<file path="config.mk">
export PLATFORM = sky130hd
export DESIGN_NAME = div_issue_ctrl
export DESIGN_NICKNAME = d
export VERILOG_FILES = /design/src/rtl/div_issue_ctrl.sv
export SDC_FILE = /design/constraint.sdc
export NUM_CORES = 1
export LEC_CHECK = 0
export ABC_AREA = 1
export CAP_MARGIN = 10
export CORE_MARGIN = 4
export CORE_UTILIZATION = 38
export CTS_CLUSTER_DIAMETER = 40
export DETAILED_ROUTE_END_ITERATION = 12
export GPL_TIMING_DRIVEN = 0
export MAX_ROUTING_LAYER = met4
export PLACE_DENSITY = 0.77
export RECOVER_POWER = 100
export SYNTH_ARGS = -nofsm -noshare
export SYNTH_HDL_FRONTEND = slang
export SYNTH_SLANG_ARGS = --single-unit
export TNS_END_PERCENT = 50
</file>
<file path="constraint.sdc">
create_clock -name clk -period 1.63 [get_ports clk]
set_clock_uncertainty 0.1 [all_clocks]
set_input_delay 0.2445 -clock clk [delete_from_list [all_inputs] [get_ports clk]]
set_output_delay 0.2445 -clock clk [all_outputs]
set_load 0.005 [all_outputs]
</file>
<file path="src/rtl/div_issue_ctrl.sv">
`default_nettype none
// ============================================================================
// Module      : div_issue_ctrl
// Description : RISC-V DIV/DIVU/REM/REMU sequencer in front of a fixed-latency
//               divider. Special cases are resolved locally in one cycle.
// Revision    : 1.0 - initial release
// ============================================================================
module div_issue_ctrl #(
    parameter int DIV_LATENCY = 36
) (
    input  logic        clk,
    input  logic        rst,
    input  logic        start,
    input  logic [2:0]  funct3,
    input  logic [31:0] rs1,
    input  logic [31:0] rs2,
    input  logic        flush,
    output logic        busy,
    output logic        done,
    output logic [31:0] result,
    output logic [31:0] div_number1,
    output logic [31:0] div_number2,
    output logic        div_sign_mode,
    input  logic [31:0] div_ans,
    input  logic [31:0] div_remind
);

    localparam int c_CNT_W = (DIV_LATENCY > 1) ? $clog2(DIV_LATENCY) : 1;
    localparam logic [c_CNT_W-1:0] c_CNT_LOAD = c_CNT_W'(DIV_LATENCY - 1);

    localparam logic [1:0] c_IDLE = 2'd0;
    localparam logic [1:0] c_WAIT = 2'd1;
    localparam logic [1:0] c_DONE = 2'd2;

    logic [1:0]         r_state;
    logic [c_CNT_W-1:0] r_cnt;
    logic               r_busy;
    logic               r_done;
    logic [31:0]        r_result;
    logic [31:0]        r_number1;
    logic [31:0]        r_number2;
    logic               r_sign_mode;
    logic               r_rem_sel;

    logic        w_accept;
    logic        w_div_by_zero;
    logic        w_overflow;
    logic        w_special;
    logic [31:0] w_special_result;
    logic        w_unused;

    // The divide/rem family is fully identified by funct3[1:0]; bit 2 is implied.
    assign w_unused = funct3[2];

    // A flush in the same cycle as start drops the request.
    assign w_accept      = start && !flush && (r_state != c_WAIT);
    assign w_div_by_zero = (rs2 == 32'h0);
    assign w_overflow    = !funct3[0] && (rs1 == 32'h8000_0000) && (rs2 == 32'hFFFF_FFFF);
    assign w_special     = w_div_by_zero || w_overflow;

    assign w_special_result = w_div_by_zero ? (funct3[1] ? rs1   : 32'hFFFF_FFFF)
                                            : (funct3[1] ? 32'h0 : 32'h8000_0000);

    always_ff @(posedge clk) begin
        if (rst) begin
            r_state     <= c_IDLE;
            r_cnt       <= '0;
            r_busy      <= 1'b0;
            r_done      <= 1'b0;
            r_result    <= 32'h0;
            r_number1   <= 32'h0;
            r_number2   <= 32'h0;
            r_sign_mode <= 1'b0;
            r_rem_sel   <= 1'b0;
        end else begin
            r_done <= 1'b0;
            case (r_state)
                c_WAIT: begin
                    if (flush) begin
                        r_state <= c_IDLE;
                        r_busy  <= 1'b0;
                    end else if (r_cnt == '0) begin
                        r_result <= r_rem_sel ? div_remind : div_ans;
                        r_state  <= c_DONE;
                        r_busy   <= 1'b0;
                        r_done   <= 1'b1;
                    end else begin
                        r_cnt <= r_cnt - c_CNT_W'(1);
                    end
                end
                // IDLE and DONE both accept; DONE accepting gives back-to-back issue.
                default: begin
                    if (w_accept) begin
                        r_number1   <= rs1;
                        r_number2   <= rs2;
                        r_sign_mode <= funct3[0];
                        r_rem_sel   <= funct3[1];
                        if (w_special) begin
                            r_result <= w_special_result;
                            r_state  <= c_DONE;
                            r_busy   <= 1'b0;
                            r_done   <= 1'b1;
                        end else begin
                            r_state <= c_WAIT;
                            r_busy  <= 1'b1;
                            r_cnt   <= c_CNT_LOAD;
                        end
                    end else begin
                        r_state <= c_IDLE;
                        r_busy  <= 1'b0;
                    end
                end
            endcase
        end
    end

    assign busy          = r_busy;
    assign done          = r_done;
    assign result        = r_result;
    assign div_number1   = r_number1;
    assign div_number2   = r_number2;
    assign div_sign_mode = r_sign_mode;

endmodule
`default_nettype wire
</file>
==> results.txt <==
----------------------------------------------------
[Setup path]
  Crit. Startpoint ... rs2[20]
  Type of destination of the critical path ... flop
  Most frequent cell on the critical path ... sky130_fd_sc_hd__nor2_1
  Number of cell instances on the worst register-to-register path ... 9
  Path length in cells of the critical path ... 12
  Library cell contributing the largest single delay on the critical path ... sky130_fd_sc_hd__dlygate4sd2_1
  Setup crit end ... result[24]
  Slowest cell delay on critical path ... 0.26 ns
  Kind of critical path ... input port to flop
  Worst path arrival time ... 1.91 ns
  Data required, critical path ... 1.77 ns
  Largest fanout of any net on the critical path ... 7
  CP startpoint kind ... input port
  Buffer and inverter count on the worst path ... 4
  Worst flop-to-flop path startpoint ... r_cnt[0]
  Ordered list of cells on the worst path ... dlygate4sd2_1 > nor2_1 > nand3_1 > nor2_2 > nand4_1 > buf_4 > nand2_2 > nand2_4 > buf_12 > clkbuf_16 > a21oi_4 > nor2_1
  Cell class contributing the biggest share of worst-path delay ... simple AND/OR/NAND/NOR gates
  R2r setup slk ... -0.08 ns
  End of the worst register-to-register path ... result[24]

[Global routing]
  Maximum number of pins on one net before global-route repair ... 19
  Remaining Overflow, GRT ... 0
  Vias in the first global route ... 6462
  Global-route usage over all layers ... 0.275
  First-pass GRT wire length ... 34100 um
  Antenna violations before repair ... 3

[Layout]
  Filler cells ... 1076
  Final-stage net count ... 1259
  Layout overhead on the synthesized area ... 77.4%
  Share of post-route cells with drive strength above 1 ... 0.227

[Power and ir drop]
  Leakage ... 4.13 nW
  Pwr per Cell Area ... 722 nW/um2
  Max VDD drop ... 0.000502 V
  Overall power consumption ... 0.00674 W

[Route]
  Vias after detailed routing ... 6743
  Remaining number of nets flagged by the antenna check after routing ... 0
  Number of detailed-route iterations in the first pass ... 5
  Violation count after the first detailed-routing iteration ... 457
  Detailed-route wire length ... 22800 um
  Average wire per cell in the routed design ... 17.4 um
  Count of unresolved DRC violations after routing ... 0
  Detailed-route vias per instance ... 5.16

[Synthesis]
  Fraction of registers with async set or reset after synthesis ... 0
  Average cell area after synthesis ... 6.55 um2
  Post-Synthesis Cells ... 803
  Fraction of synthesized cell area taken by the top area cell type ... 0.407
  Number of enable flip-flop cells after synthesis ... 0
  Cell type with the largest total area after synthesis ... sky130_fd_sc_hd__dfxtp_1
  Number of distinct library cells after synthesis ... 22
  Post-Syn Nets ... 939
  Area of the mapped netlist ... 5260 um2
  Seq/Total Area, Yosys ... 0.407
  Synth Flop Type ... sky130_fd_sc_hd__dfxtp_1
  Ranking of synthesized cells by area ... sky130_fd_sc_hd__dfxtp_1, sky130_fd_sc_hd__nor2_1, sky130_fd_sc_hd__o21ai_0, sky130_fd_sc_hd__a21oi_1, sky130_fd_sc_hd__nand2_1
  Synth Warn # ... 0
  Ranking of synthesized cells by instance count ... sky130_fd_sc_hd__nor2_1, sky130_fd_sc_hd__o21ai_0, sky130_fd_sc_hd__dfxtp_1, sky130_fd_sc_hd__nand2_1, sky130_fd_sc_hd__inv_1
  Number of register bits inferred by synthesis ... 107
  Most common cell in the synthesized netlist ... sky130_fd_sc_hd__nor2_1

[Outcome]
  Status ... finished, violations left
  Violated checks ... negative setup slack

[Place]
  Placer congestion estimate ... 0.931
  Worst setup slack after placement ... -0.926 ns
  # port buffers ... 232
  Detailed placer's ending HPWL ... 15700 um

[Clock tree]
  Clock slew at the register clock pins of the worst setup and hold paths ... 0.07 ns
  Clock tree buffer depth ... 2
  Cell chosen for the clock root ... sky130_fd_sc_hd__clkbuf_16
  Num Clock Sinks ... 107
  Clock latency at the later pin of the worst-skew pair ... 0.35 ns
  Number of buffers added by the clock tree synthesis step ... 9
  Htree depth ... 3
  TritonCTS clock tree ... done

[Floorplanning]
  Die width ... 126 um
  DIE AREA ... 15800 um2
  Starting Density ... 0.392
  Num ports ... 234
  Standard-cell row count ... 42
  Height of the die ... 126 um
  Standard cell core area ... 13400 um2

[STA]
  Final Hold Violating Endpoints ... 0
  Final Worst Setup Slack ... -0.135 ns
  Maximum clock frequency ... 0.567 GHz
  Crit share post-route ... 1.08
  Max-slew violation count ... 0
  Min Clock Period, post-route ... 1.77 ns
  Worst-Margin Slew ... 0.528 ns
  Final setup fails ... 34
  Worst Hold Margin ... 0.0975 ns
  Worst slew margin ... 0.648
  Unrepaired setup endpoints after global routing ... yes

[Min path]
  Worst min-delay path category ... input port to flop

[Run]
  Max-cap violations ... 0

----------------------------------------------------
[timing repair]
item,in CTS,in global routing
cloned,1,3
setup endpoints to repair,108,99
setup buffers,74,3
hold buffers,0,0
pin swaps,24,18
resized for setup,225,91
[cell type report]
type	instances	area, um2	area share
Clock buffer	9	225	0.0241
Multi-Input combinational cell	558	2990	0.320
Tap cell	176	220	0.0236
Clock inverter	7	73.8	0.00791
Inverter	80	310	0.0333
Buffer	56	457	0.0490
Timing Repair Buffer	311	2900	0.311
Sequential cell	107	2150	0.230
Antenna cell	3	7.51	0.000805
[power by group]
| part | internal [W] | switching, W | total [W] |
|---|---|---|---|
| logic | 0.000847 | 0.000760 | 0.00161 |
| registers | 0.00277 | 0.0000904 | 0.00286 |
| clock network | 0.00120 | 0.00107 | 0.00227 |
| total | 0.00482 | 0.00192 | 0.00674 |
[worst min-delay path, cell delays in order]
cell,delay (ns)
sky130_fd_sc_hd__clkbuf_2,0.10
sky130_fd_sc_hd__o21ai_0,0.09
sky130_fd_sc_hd__nor2_1,0.08
[how the worst min path moves through the flow]
stage / endpoint / from / slack, ns / cells after the start
after floorplan: done / rst / 0.21 / 1
after global placement: div_number2[21] / div_number2[21] / 0.36 / 2
after detailed placement: div_number2[15] / div_number2[15] / 0.37 / 2
after CTS: div_number2[28] / rs2[28] / 0.16 / 3
after global routing: div_number1[30] / rs1[30] / 0.11 / 3
final: div_number1[22] / rs1[22] / 0.1 / 3
[layer usage]
layer / share of wire / wire, um / track usage / up-vias
li1: - / - / - / 3270
met1: 0.40 / 9210 / 0.329 / 3103
met2: 0.48 / 11000 / 0.459 / 319
met3: 0.080 / 1810 / 0.0631 / 51
met4: 0.032 / 727 / 0.0893 / 0
met5: 0 / 0 / - / -
[flip-flops by register name (all words and copies together) (netlist names)]
signal / cells
r_cnt: 6
div_sign_mode: 1
r_rem_sel: 1
div_number1: 32
result: 32
div_number2: 32
r_state: 2
done: 1
[logic make-up (layout without fill, tap and decap cells)]
family / Yosys count / in the layout / share of synthesized area
DFF: 107 / 107 / 0.407
AOI/OAI and AO/OA: 232 / 232 / 0.228
and+or+nand+nor: 325 / 325 / 0.258
buffers and inverters: 138 / 463 / 0.104
other: 0 / 3 / 0
adders and majority gates: 1 / 1 / 0.00238
[layout by cell type, fill, tap and decap left out, drive strengths merged]
cell	Yosys	routed
clkdlybuf4s15	0	16
nor3	6	6
bufinv	0	1
nand2	86	86
clkbuf	43	55
buf	15	95
ha	1	1
clkdlybuf4s25	0	2
inv	80	82
nand4	4	4
diode	0	3
clkinvlp	0	1
a21oi	72	72
clkinv	0	3
or2	4	4
clkdlybuf4s50	0	163
dlygate4sd2	0	45
o22ai	31	31
nor2	176	176
nand3	49	49
dfxtp	107	107
o21ai	129	129
[stage by stage]
stage | instances | TNS [ns] | utilization | cell area [um2]
global route | 1307 | -8.03 | 0.696 | 9330
global placement | 1211 | -69.73 | 0.582 | 7800
finish | 1307 | -3.08 | 0.696 | 9330
floorplan | 803 | 0 | - | 5260
detailed placement | 1211 | -72.21 | 0.582 | 7800
CTS | 1301 | -0.653 | 0.678 | 9080
(Power assumes the default switching activity.)
